$ cat src/rtl/mem_lsu_if.sv
// Data-memory bus between the load/store unit (master) and the memory (slave).
// Request phase: req/we/addr/wdata/wstrb are held until gnt.
// Response phase: rvalid/rdata return read data after the grant.
interface mem_lsu_if #(
  parameter int XLEN       = 32,
  parameter int ADDR_WIDTH = 32
);
  logic                  req;
  logic                  we;
  logic [ADDR_WIDTH-1:0] addr;
  logic [XLEN-1:0]       wdata;
  logic [XLEN/8-1:0]     wstrb;
  logic                  gnt;
  logic                  rvalid;
  logic [XLEN-1:0]       rdata;

  modport master (
    output req, we, addr, wdata, wstrb,
    input  gnt, rvalid, rdata
  );

  modport slave (
    input  req, we, addr, wdata, wstrb,
    output gnt, rvalid, rdata
  );
endinterface

$ cat src/rtl/mem_lsu.sv
// MEM-stage load/store unit for RV32/RV64.
// Non-memory ops pass through to MEM_WB one cycle after acceptance. Loads and
// stores go out over a req/gnt/rvalid bus while the pipeline is stalled.
// Optional feature macro: LSU_MISALIGN_EXC_EN -- misaligned H/W/D accesses raise
// a one-cycle exc_o pulse instead of accessing memory. Without it, misaligned
// accesses are aligned down and exc_o stays 0.
//
// state  | meaning
// IDLE   | ready; accepts the EXE_MEM slot whenever valid_i is high
// REQ    | bus request held until the memory grants it
// WAIT   | load granted, waiting for rvalid
module mem_lsu #(
  parameter int XLEN       = 32,
  parameter int ADDR_WIDTH = 32
) (
  input  logic            clk_i,
  input  logic            rst_i,
  input  logic            valid_i,
  input  logic [XLEN-1:0] alu_val_i,
  input  logic [XLEN-1:0] rs2_val_i,
  input  logic [4:0]      rd_addr_i,
  input  logic            rd_we_i,
  input  logic            mem_re_i,
  input  logic            mem_we_i,
  input  logic [2:0]      mem_mode_i,
  output logic            stall_o,
  mem_lsu_if.master       bus,
  output logic            valid_o,
  output logic [XLEN-1:0] rd_val_o,
  output logic [4:0]      rd_addr_o,
  output logic            rd_we_o,
  output logic            exc_o
);

  localparam int NB   = XLEN / 8;
  localparam int OFFW = $clog2(NB);

  typedef enum logic [1:0] {S_IDLE, S_REQ, S_WAIT} state_t;
  // Access width; SZ_F is a full-XLEN access (LW on RV32, LD/SD, undefined funct3).
  typedef enum logic [1:0] {SZ_B, SZ_H, SZ_W, SZ_F} size_t;

  state_t state_q, state_d;

  size_t           in_size;
  logic            in_sext;
  logic [OFFW-1:0] off_raw;
  logic [OFFW-1:0] off_al;
  logic [XLEN-1:0] in_wdata;
  logic [NB-1:0]   in_wstrb;
  logic            is_mem;
  logic            accept;
  logic            mis_exc;

  logic [ADDR_WIDTH-1:0] addr_q;
  logic [XLEN-1:0]       wdata_q;
  logic [NB-1:0]         wstrb_q;
  logic                  we_q;
  size_t                 size_q;
  logic                  sext_q;
  logic [OFFW-1:0]       off_q;
  logic [4:0]            rd_addr_q;
  logic                  rd_we_q;

  logic [XLEN-1:0] rdata_sh;
  logic [XLEN-1:0] load_val;

  assign is_mem  = mem_re_i | mem_we_i;
  assign accept  = (state_q == S_IDLE) & valid_i;
  assign off_raw = alu_val_i[OFFW-1:0];

  // Decode funct3 into access width and signedness; load wins when both re and we are set.
  always_comb begin
    in_size = SZ_F;
    in_sext = 1'b0;
    case (mem_mode_i)
      3'b000: begin in_size = SZ_B; in_sext = 1'b1; end
      3'b001: begin in_size = SZ_H; in_sext = 1'b1; end
      3'b010: begin in_size = (XLEN == 64) ? SZ_W : SZ_F; in_sext = 1'b1; end
      3'b100: in_size = mem_re_i ? SZ_B : SZ_F;
      3'b101: in_size = mem_re_i ? SZ_H : SZ_F;
      3'b110: in_size = (mem_re_i && XLEN == 64) ? SZ_W : SZ_F;
      default: in_size = SZ_F;
    endcase
  end

  // Byte-lane offset with the low bits that break natural alignment cleared.
  always_comb begin
    off_al = off_raw;
    case (in_size)
      SZ_B:    off_al = off_raw;
      SZ_H:    off_al = off_raw & ~OFFW'(1);
      SZ_W:    off_al = off_raw & ~OFFW'(3);
      default: off_al = '0;
    endcase
  end

  // Replicate store data across lanes and build the byte strobes.
  always_comb begin
    in_wdata = rs2_val_i;
    in_wstrb = '1;
    case (in_size)
      SZ_B: begin in_wdata = {NB{rs2_val_i[7:0]}};       in_wstrb = NB'(1)  << off_al; end
      SZ_H: begin in_wdata = {(NB/2){rs2_val_i[15:0]}};  in_wstrb = NB'(3)  << off_al; end
      SZ_W: begin in_wdata = {(NB/4){rs2_val_i[31:0]}};  in_wstrb = NB'(15) << off_al; end
      default: ;
    endcase
    if (mem_re_i) in_wstrb = '0;
  end

`ifdef LSU_MISALIGN_EXC_EN
  logic in_chk;

  // Only defined H/W/D encodings are alignment-checked; undefined ones are full-width accesses.
  always_comb begin
    in_chk = 1'b0;
    case (mem_mode_i)
      3'b001, 3'b010: in_chk = 1'b1;
      3'b011:         in_chk = (XLEN == 64);
      3'b101:         in_chk = mem_re_i;
      3'b110:         in_chk = mem_re_i && (XLEN == 64);
      default:        in_chk = 1'b0;
    endcase
  end

  assign mis_exc = is_mem & in_chk & (off_al != off_raw);
`else
  assign mis_exc = 1'b0;
`endif

  assign stall_o = (state_q != S_IDLE) | (accept & is_mem & ~mis_exc);

  assign bus.req   = (state_q == S_REQ);
  assign bus.we    = we_q;
  assign bus.addr  = addr_q;
  assign bus.wdata = wdata_q;
  assign bus.wstrb = wstrb_q;

  // State register.
  always_ff @(posedge clk_i) begin
    if (rst_i) state_q <= S_IDLE;
    else       state_q <= state_d;
  end

  // Next-state logic.
  always_comb begin
    state_d = state_q;
    case (state_q)
      S_IDLE:  if (accept && is_mem && !mis_exc) state_d = S_REQ;
      S_REQ:   if (bus.gnt) state_d = we_q ? S_IDLE : S_WAIT;
      S_WAIT:  if (bus.rvalid) state_d = S_IDLE;
      default: state_d = S_IDLE;
    endcase
  end

  // Shift the addressed lane down and extend to XLEN.
  always_comb begin
    rdata_sh = bus.rdata >> {off_q, 3'b000};
    case (size_q)
      SZ_B:    load_val = sext_q ? XLEN'($signed(rdata_sh[7:0]))  : XLEN'(rdata_sh[7:0]);
      SZ_H:    load_val = sext_q ? XLEN'($signed(rdata_sh[15:0])) : XLEN'(rdata_sh[15:0]);
      SZ_W:    load_val = sext_q ? XLEN'($signed(rdata_sh[31:0])) : XLEN'(rdata_sh[31:0]);
      default: load_val = rdata_sh;
    endcase
  end

  // Capture the access on accept and produce the one-cycle MEM_WB pulse on completion.
  always_ff @(posedge clk_i) begin
    if (rst_i) begin
      addr_q    <= '0;
      wdata_q   <= '0;
      wstrb_q   <= '0;
      we_q      <= 1'b0;
      size_q    <= SZ_B;
      sext_q    <= 1'b0;
      off_q     <= '0;
      rd_addr_q <= '0;
      rd_we_q   <= 1'b0;
      valid_o   <= 1'b0;
      rd_val_o  <= '0;
      rd_addr_o <= '0;
      rd_we_o   <= 1'b0;
      exc_o     <= 1'b0;
    end else begin
      valid_o <= 1'b0;
      exc_o   <= 1'b0;
      case (state_q)
        S_IDLE: begin
          if (valid_i) begin
            if (!is_mem) begin
              valid_o   <= 1'b1;
              rd_val_o  <= alu_val_i;
              rd_addr_o <= rd_addr_i;
              rd_we_o   <= rd_we_i & (rd_addr_i != 5'd0);
            end else if (mis_exc) begin
              exc_o     <= 1'b1;
              rd_val_o  <= '0;
              rd_addr_o <= rd_addr_i;
              rd_we_o   <= 1'b0;
            end else begin
              addr_q    <= alu_val_i[ADDR_WIDTH-1:0] & ~ADDR_WIDTH'(NB - 1);
              wdata_q   <= in_wdata;
              wstrb_q   <= in_wstrb;
              we_q      <= ~mem_re_i;
              size_q    <= in_size;
              sext_q    <= in_sext;
              off_q     <= off_al;
              rd_addr_q <= rd_addr_i;
              rd_we_q   <= rd_we_i;
            end
          end
        end
        S_REQ: begin
          if (bus.gnt && we_q) begin
            valid_o   <= 1'b1;
            rd_val_o  <= '0;
            rd_addr_o <= rd_addr_q;
            rd_we_o   <= 1'b0;
          end
        end
        S_WAIT: begin
          if (bus.rvalid) begin
            valid_o   <= 1'b1;
            rd_val_o  <= load_val;
            rd_addr_o <= rd_addr_q;
            rd_we_o   <= rd_we_q & (rd_addr_q != 5'd0);
          end
        end
        default: ;
      endcase
    end
  end

endmodule

$ cat src/flat_wrapper.sv
// flat-port wrapper written by rule: the top's interface ports become plain ports
module mem_lsu_flat 
#(
  parameter int XLEN       = 32,
  parameter int ADDR_WIDTH = 32
)
  (clk_i, rst_i, valid_i, alu_val_i, rs2_val_i, rd_addr_i, rd_we_i, mem_re_i, mem_we_i, mem_mode_i, stall_o, valid_o, rd_val_o, rd_addr_o, rd_we_o, exc_o, bus_req, bus_we, bus_addr, bus_wdata, bus_wstrb, bus_gnt, bus_rvalid, bus_rdata);
  mem_lsu_if #(.XLEN(XLEN), .ADDR_WIDTH(ADDR_WIDTH)) bus_i ();
  input  logic clk_i;
  input  logic rst_i;
  input  logic valid_i;
  input  logic [XLEN-1:0] alu_val_i;
  input  logic [XLEN-1:0] rs2_val_i;
  input  logic [4:0] rd_addr_i;
  input  logic rd_we_i;
  input  logic mem_re_i;
  input  logic mem_we_i;
  input  logic [2:0] mem_mode_i;
  output logic stall_o;
  output logic valid_o;
  output logic [XLEN-1:0] rd_val_o;
  output logic [4:0] rd_addr_o;
  output logic rd_we_o;
  output logic exc_o;
  output wire logic [$bits(bus_i.req)-1:0] bus_req;
  output wire logic [$bits(bus_i.we)-1:0] bus_we;
  output wire logic [$bits(bus_i.addr)-1:0] bus_addr;
  output wire logic [$bits(bus_i.wdata)-1:0] bus_wdata;
  output wire logic [$bits(bus_i.wstrb)-1:0] bus_wstrb;
  input wire logic [$bits(bus_i.gnt)-1:0] bus_gnt;
  input wire logic [$bits(bus_i.rvalid)-1:0] bus_rvalid;
  input wire logic [$bits(bus_i.rdata)-1:0] bus_rdata;
  assign bus_req = bus_i.req;
  assign bus_we = bus_i.we;
  assign bus_addr = bus_i.addr;
  assign bus_wdata = bus_i.wdata;
  assign bus_wstrb = bus_i.wstrb;
  assign bus_i.gnt = bus_gnt;
  assign bus_i.rvalid = bus_rvalid;
  assign bus_i.rdata = bus_rdata;
  mem_lsu #(.XLEN(XLEN), .ADDR_WIDTH(ADDR_WIDTH)) u_core (.clk_i(clk_i), .rst_i(rst_i), .valid_i(valid_i), .alu_val_i(alu_val_i), .rs2_val_i(rs2_val_i), .rd_addr_i(rd_addr_i), .rd_we_i(rd_we_i), .mem_re_i(mem_re_i), .mem_we_i(mem_we_i), .mem_mode_i(mem_mode_i), .stall_o(stall_o), .bus(bus_i), .valid_o(valid_o), .rd_val_o(rd_val_o), .rd_addr_o(rd_addr_o), .rd_we_o(rd_we_o), .exc_o(exc_o));
endmodule
$ cat config.mk
export PLATFORM = sky130hd
export DESIGN_NAME = mem_lsu_flat
export DESIGN_NICKNAME = d
export VERILOG_FILES = /design/src/rtl/mem_lsu_if.sv /design/src/rtl/mem_lsu.sv /design/src/flat_wrapper.sv
export SDC_FILE = /design/constraint.sdc
export NUM_CORES = 1
export LEC_CHECK = 0
export ABC_AREA = 0
export CELL_PAD_IN_SITES_DETAIL_PLACEMENT = 1
export CELL_PAD_IN_SITES_GLOBAL_PLACEMENT = 2
export CORE_UTILIZATION = 24
export CTS_CLUSTER_SIZE = 12
export DETAILED_ROUTE_END_ITERATION = 8
export PLACE_DENSITY_LB_ADDON = 0.1
export REMOVE_ABC_BUFFERS = 1
export SETUP_SLACK_MARGIN = 0.1
export SLEW_MARGIN = 20
export SYNTH_ARGS = -nofsm -noshare
export SYNTH_HDL_FRONTEND = slang
export SYNTH_SLANG_ARGS = --single-unit
$ cat constraint.sdc
create_clock -name clk_i -period 3.3 [get_ports clk_i]
set_input_delay 0.66 -clock clk_i [delete_from_list [all_inputs] [get_ports clk_i]]
set_output_delay 0.66 -clock clk_i [all_outputs]
set_load 0.01 [all_outputs]
* Word-level counts from Yosys, hierarchy flattened *
Cells that the tools add are included.

storage, ports and cells
  register bits after elaboration = 119

cells by class
  bitwise logic cells = 7
  muxes and demuxes = 36
  shift operators = 4
  equal/unequal tests = 15
  reductions and logical operators = 14

operators with widths
  operator              count
  $mux W32              6
  $pmux W32 S2          2
  $pmux W32 S3          1
  $shr A32 B5 Y32       1
  $mux W5               4
  $pmux W5 S3           1
  $mux W2               6
  $pmux W4 S3           1
  $reduce_bool A5 Y1    2
  $mux W1               9
  $ne A2 B2 Y1 const B  4
  $pmux W2 S4           1
  $eq A2 B1 Y1 const B  3
  $eq A3 B3 Y1 const B  2
  $logic_not A2 Y1      3
  $pmux W1 S3           2
  $pmux W2 S3           1
  $reduce_and A3 Y1     2
  $reduce_and A5 Y1     1
  $and A1 B1 Y1         4
  $eq A2 B2 Y1 const B  2
  $mux W4               1
  $ne A2 B1 Y1 const B  2
  $pmux W2 S2           1
  12 further kinds      14

* Longest topological paths before layout *
  depth in word-level cells = 7
  gate-level depth with buffers = 11
  mapped depth without buffers = 10

* Worst setup path before layout *
Ideal clock, no wire load.

  path type = input -> register
  start point = in mem_re_i
  end point = reg u_core.wdata_q[16], in the netlist u_core.bus.wdata[16]
  setup time = 0.091 ns
  data required time = 3.209 ns
  slack = 0.680 ns
  arrival = 2.529 ns
  stages = 11
  cells stage by stage = inv_1 -> a21oi_1 -> inv_1 -> nor2_1 -> inv_1 -> ha_1 -> clkbuf_1 -> nor2_1 -> clkbuf_1 -> nand2_1 -> a311oi_1

on the way
  word-level cells in the longest chain between the ends = 4

ends and longest elaborated chain
  what                                              RTL line                      RTL
  from (decl)                                       flat_wrapper.sv:16            input logic mem_re_i;
  $mux W2 (on tied branches)                        mem_lsu.sv:80, mem_lsu.sv:79
  $pmux W2 S4 *                                     mem_lsu.sv:75                 case (mem_mode_i)
  via u_core.in_size[1]                             mem_lsu.sv:44                 size_t in_size;
  $eq A2 B1 Y1 or $logic_not A2 Y1 (tied branches)  mem_lsu.sv:101                case (in_size)
  $pmux W32 S2 *                                    mem_lsu.sv:101
  to (signal assigned)                              mem_lsu.sv:201                wdata_q <= in_wdata;
  to (decl)                                         mem_lsu.sv:55                 logic [XLEN-1:0] wdata_q;

The timed path passes the listed nets; every way through them passes the cells marked *.
A chain may end at the register's enable or synchronous reset.

* Worst setup path in the final report *
  start point = reg u_core.state_q[0]
  end point = out stall_o

on the way
  word-level cells in the longest chain between the ends = 4

ends and longest elaborated chain
  what                    RTL line            RTL
  from (decl)             mem_lsu.sv:42       state_t state_q, state_d;
  from (signal assigned)  mem_lsu.sv:141      else state_q <= state_d;
  $logic_not A2 Y1        mem_lsu.sv:68       assign accept = (state_q == S_IDLE) & valid_i;
  $and A1 B1 Y1           mem_lsu.sv:68
  $and A1 B1 Y1           mem_lsu.sv:130      assign stall_o = (state_q != S_IDLE) | (accept & is_mem & ~mis_exc);
  $or A1 B1 Y1 *          mem_lsu.sv:130
  to (decl)               flat_wrapper.sv:19  output logic stall_o;

Mark *: on every way between the ends. The rest lies on a longest branch, timed or not.

==> metrics.cfg <==
[clocking]
cts.repair.resized = 0
cts_buffer_depth = 2
cts_htree_levels = 4
cts.hold.buffers_added = 0
numCtsBuffers = 17
cts_setup_buffers = 0
clock-root-buffer = clkbuf_16
cts_tree = done
path_clk_slew_ns = 0.06
worstSkewPairLatency_ns = 0.42
cts.sinks = 119

[worst_setup_path]
cp_max_fo = 9
path_buf_inv = 2
critPathCaptureType = output port
crit_path_max_incr_delay_ns = 0.53
worst_path_max_delay_cell = clkdlybuf4s50_1
critPathTopFamily = buffers and inverters
arrival_ns = 2.05
worstRegToRegCells = 7
crit_required_ns = 2.64
crit_chain = inv_1 > ha_1 > o211ai_1 > nand2_1 > clkdlybuf4s50_1
cp_num_cells = 5
cp-start-kind = flip-flop
path_class = flip-flop to output port

[route]
avgViaCountPerCell = 4.88
drc = 0
drt-total-wl_mm = 21.8
wl_per_cell_um = 19.1
dr.pass1.iters = 5
ant_nets = 0
drt-initial-drc-count = 225
vias = 5577

[flow_run]
drv_cap = 0

[finish]
diodes = 0
design_area_um2 = 8560
nets = 970
fillers = 2549
layout-drive-gt1-share_pct = 8.23
area_growth_syn_to_layout_pct = 56.5

[timing]
worst_pin_slew_ns = 0.830
maxSlewHeadroom_pct = 44.7
grt_setup_unrepaired = false
hold_ws_ns = 0.453
finalHoldViolCount = 0
fin_crit_sh_pct = 82.1
setup_viol = 0
skew_ns = 0.00746
final.min_clock_period_ns = 2.71
timing.final.max_slew_violations = 0
fmax_mhz = 369
fin_ws_ns = 0.591

[power]
power_leakage_nw = 3.08
ir_drop_mv = 0.303
powerDensity_nw_per_um2 = 759

[synth]
avgSynthCellArea_um2 = 8.38
syn-cell-area_um2 = 5470
synth-edff-count = 0
synth.distinct_cells = 46
seq_area_frac_synth_pct = 43.5
yosys_register_bits = 119
yosysMostFrequentCell = dfxtp_1
synth_cells = 653
synth.largest_area_cell = dfxtp_1
async_reset_ff_share_pct = 0
synth_warnings = 0
synth_area_leaders = dfxtp_1 (44%), nand2_1 (7.7%), a211oi_1 (6.4%), a21oi_1 (5.8%), nor2_1 (5.4%)
netlist.area_leader.share_pct = 43.5
synthFlopType = dfxtp_1
synth_commonest_cells = dfxtp_1 (119), nand2_1 (113), nor2_1 (79)

[min_path]
hold_depth = 2
hp-class = flip-flop to flip-flop

[placed_design]
portBuffers = 219
gp_congestion = 0.753
dpl-instance-area_um2 = 7940
dp_worst_setup_slack_ns = 0.137
place.detailed.hpwl_mm = 15.6

[run_status]
status = complete, no violations

[floorplan]
core_area_um2 = 22100
ioPinCount = 223
die_height_um = 153
fp-row-count = 54
start_util_pct = 24.8
die_area_um2 = 23400
die-width_um = 153

[global_routing]
grt_antenna_before_repair = 0
grt_max_degree = 81
grt_use_total_pct = 18.8
grt_first_pass_wirelength_mm = 33.7
grt_pass1_vias = 5881
grt_overflow = 0

## where the power goes
group	switching [mW]	internal [mW]	total [mW]
logic	1.34	1.21	2.55
clock network	0.687	1.27	1.95
registers	0.205	1.79	2.00
total	2.23	4.27	6.50
## registers in the layout, indices dropped and copies added (netlist names), 2 cells and up
signal	flops
u_core.bus.wdata	32
u_core.state_q	2
u_core.rd_addr_o	5
u_core.bus.addr	30
u_core.off_q	2
u_core.rd_addr_q	5
u_core.rd_val_o	32
u_core.size_q	2
u_core.bus.wstrb	4
## logic make-up (layout without fill, tap and decap cells)
kind of cell / count (synthesis) / after routing / share of synthesized area (%)
multiplexers: 30 / 30 / 7.50
flip-flops: 119 / 119 / 43.5
AO/OA/AOI/OAI: 187 / 187 / 23.8
buffers and inverters: 75 / 283 / 5.67
other: 1 / 3 / 0.0685
AND/OR/NAND/NOR: 233 / 233 / 17.6
adder cells (fa/ha/maj): 8 / 8 / 1.83
## through the flow
stage / total power, mW / TNS [ns] / util (%) / std cells
detailed placement: 4.62 / 0 / 35.9 / 1111
floorplan: 3.23 / -25.65 / - / 596
global route: 6.91 / 0 / 38.8 / 1143
CTS: 6.61 / 0 / 38.8 / 1143
global placement: 4.53 / -2.25 / 35.9 / 1111
finish: 6.50 / 0 / 38.8 / 1143
## final timing paths
path,startpoint,to,slack [ns]
max,u_core.state_q[0]$_SDFFE_PP0P_,stall_o,0.59
min,u_core.bus.addr[20]$_SDFFE_PP0P_,u_core.bus.addr[20]$_SDFFE_PP0P_,0.45
max reg2reg,u_core.state_q[0]$_SDFFE_PP0P_,u_core.rd_val_o[30]$_SDFFE_PP0P_,0.64
min reg2reg,u_core.bus.addr[20]$_SDFFE_PP0P_,u_core.bus.addr[20]$_SDFFE_PP0P_,0.45
## per-layer routing
metal / vias up / GRT usage (%) / share of wire (%)
li1: 2711 / - / -
met3: 14 / 4.65 / 4.8
met2: 148 / 32.6 / 50
met5: - / 0 / 0
met1: 2704 / 22.9 / 44
met4: 0 / 5.53 / 1.1
## area by class of cell
cell class,instances,area (um2),share of cell area (%)
well taps,280,350,4.09
clock inverters,11,145,1.69
repair buffers,235,2350,27.4
inverters,16,60.1,0.701
flip-flops and latches,119,2380,27.8
clock buffers,21,480,5.61
multi-input cells,461,2800,32.7
## cells in the final DEF (no fill, tap or decap), types with 10 or more instances in the layout
cell	instances
a211oi_1	47
a21oi_1	63
a221oi_1	17
a22oi_1	16
a311oi_1	10
buf_4	14
clkbuf_16	17
clkdlybuf4s50_1	218
dfxtp_1	119
inv_1	16
mux2i_1	14
nand2_1	113
nand2b_1	11
nand3_1	10
nor2_1	77
nor3_1	10
o21ai_0	12
## worst min-delay path, delay by kind of cell, from the launching register on
kind / cells / cell delay [ns]
AOI/OAI and AO/OA: 1 / 0.05
and+or+nand+nor: 1 / 0.05
DFF: 1 / 0.31
No activity file was read; power rests on OpenSTA's default activity.
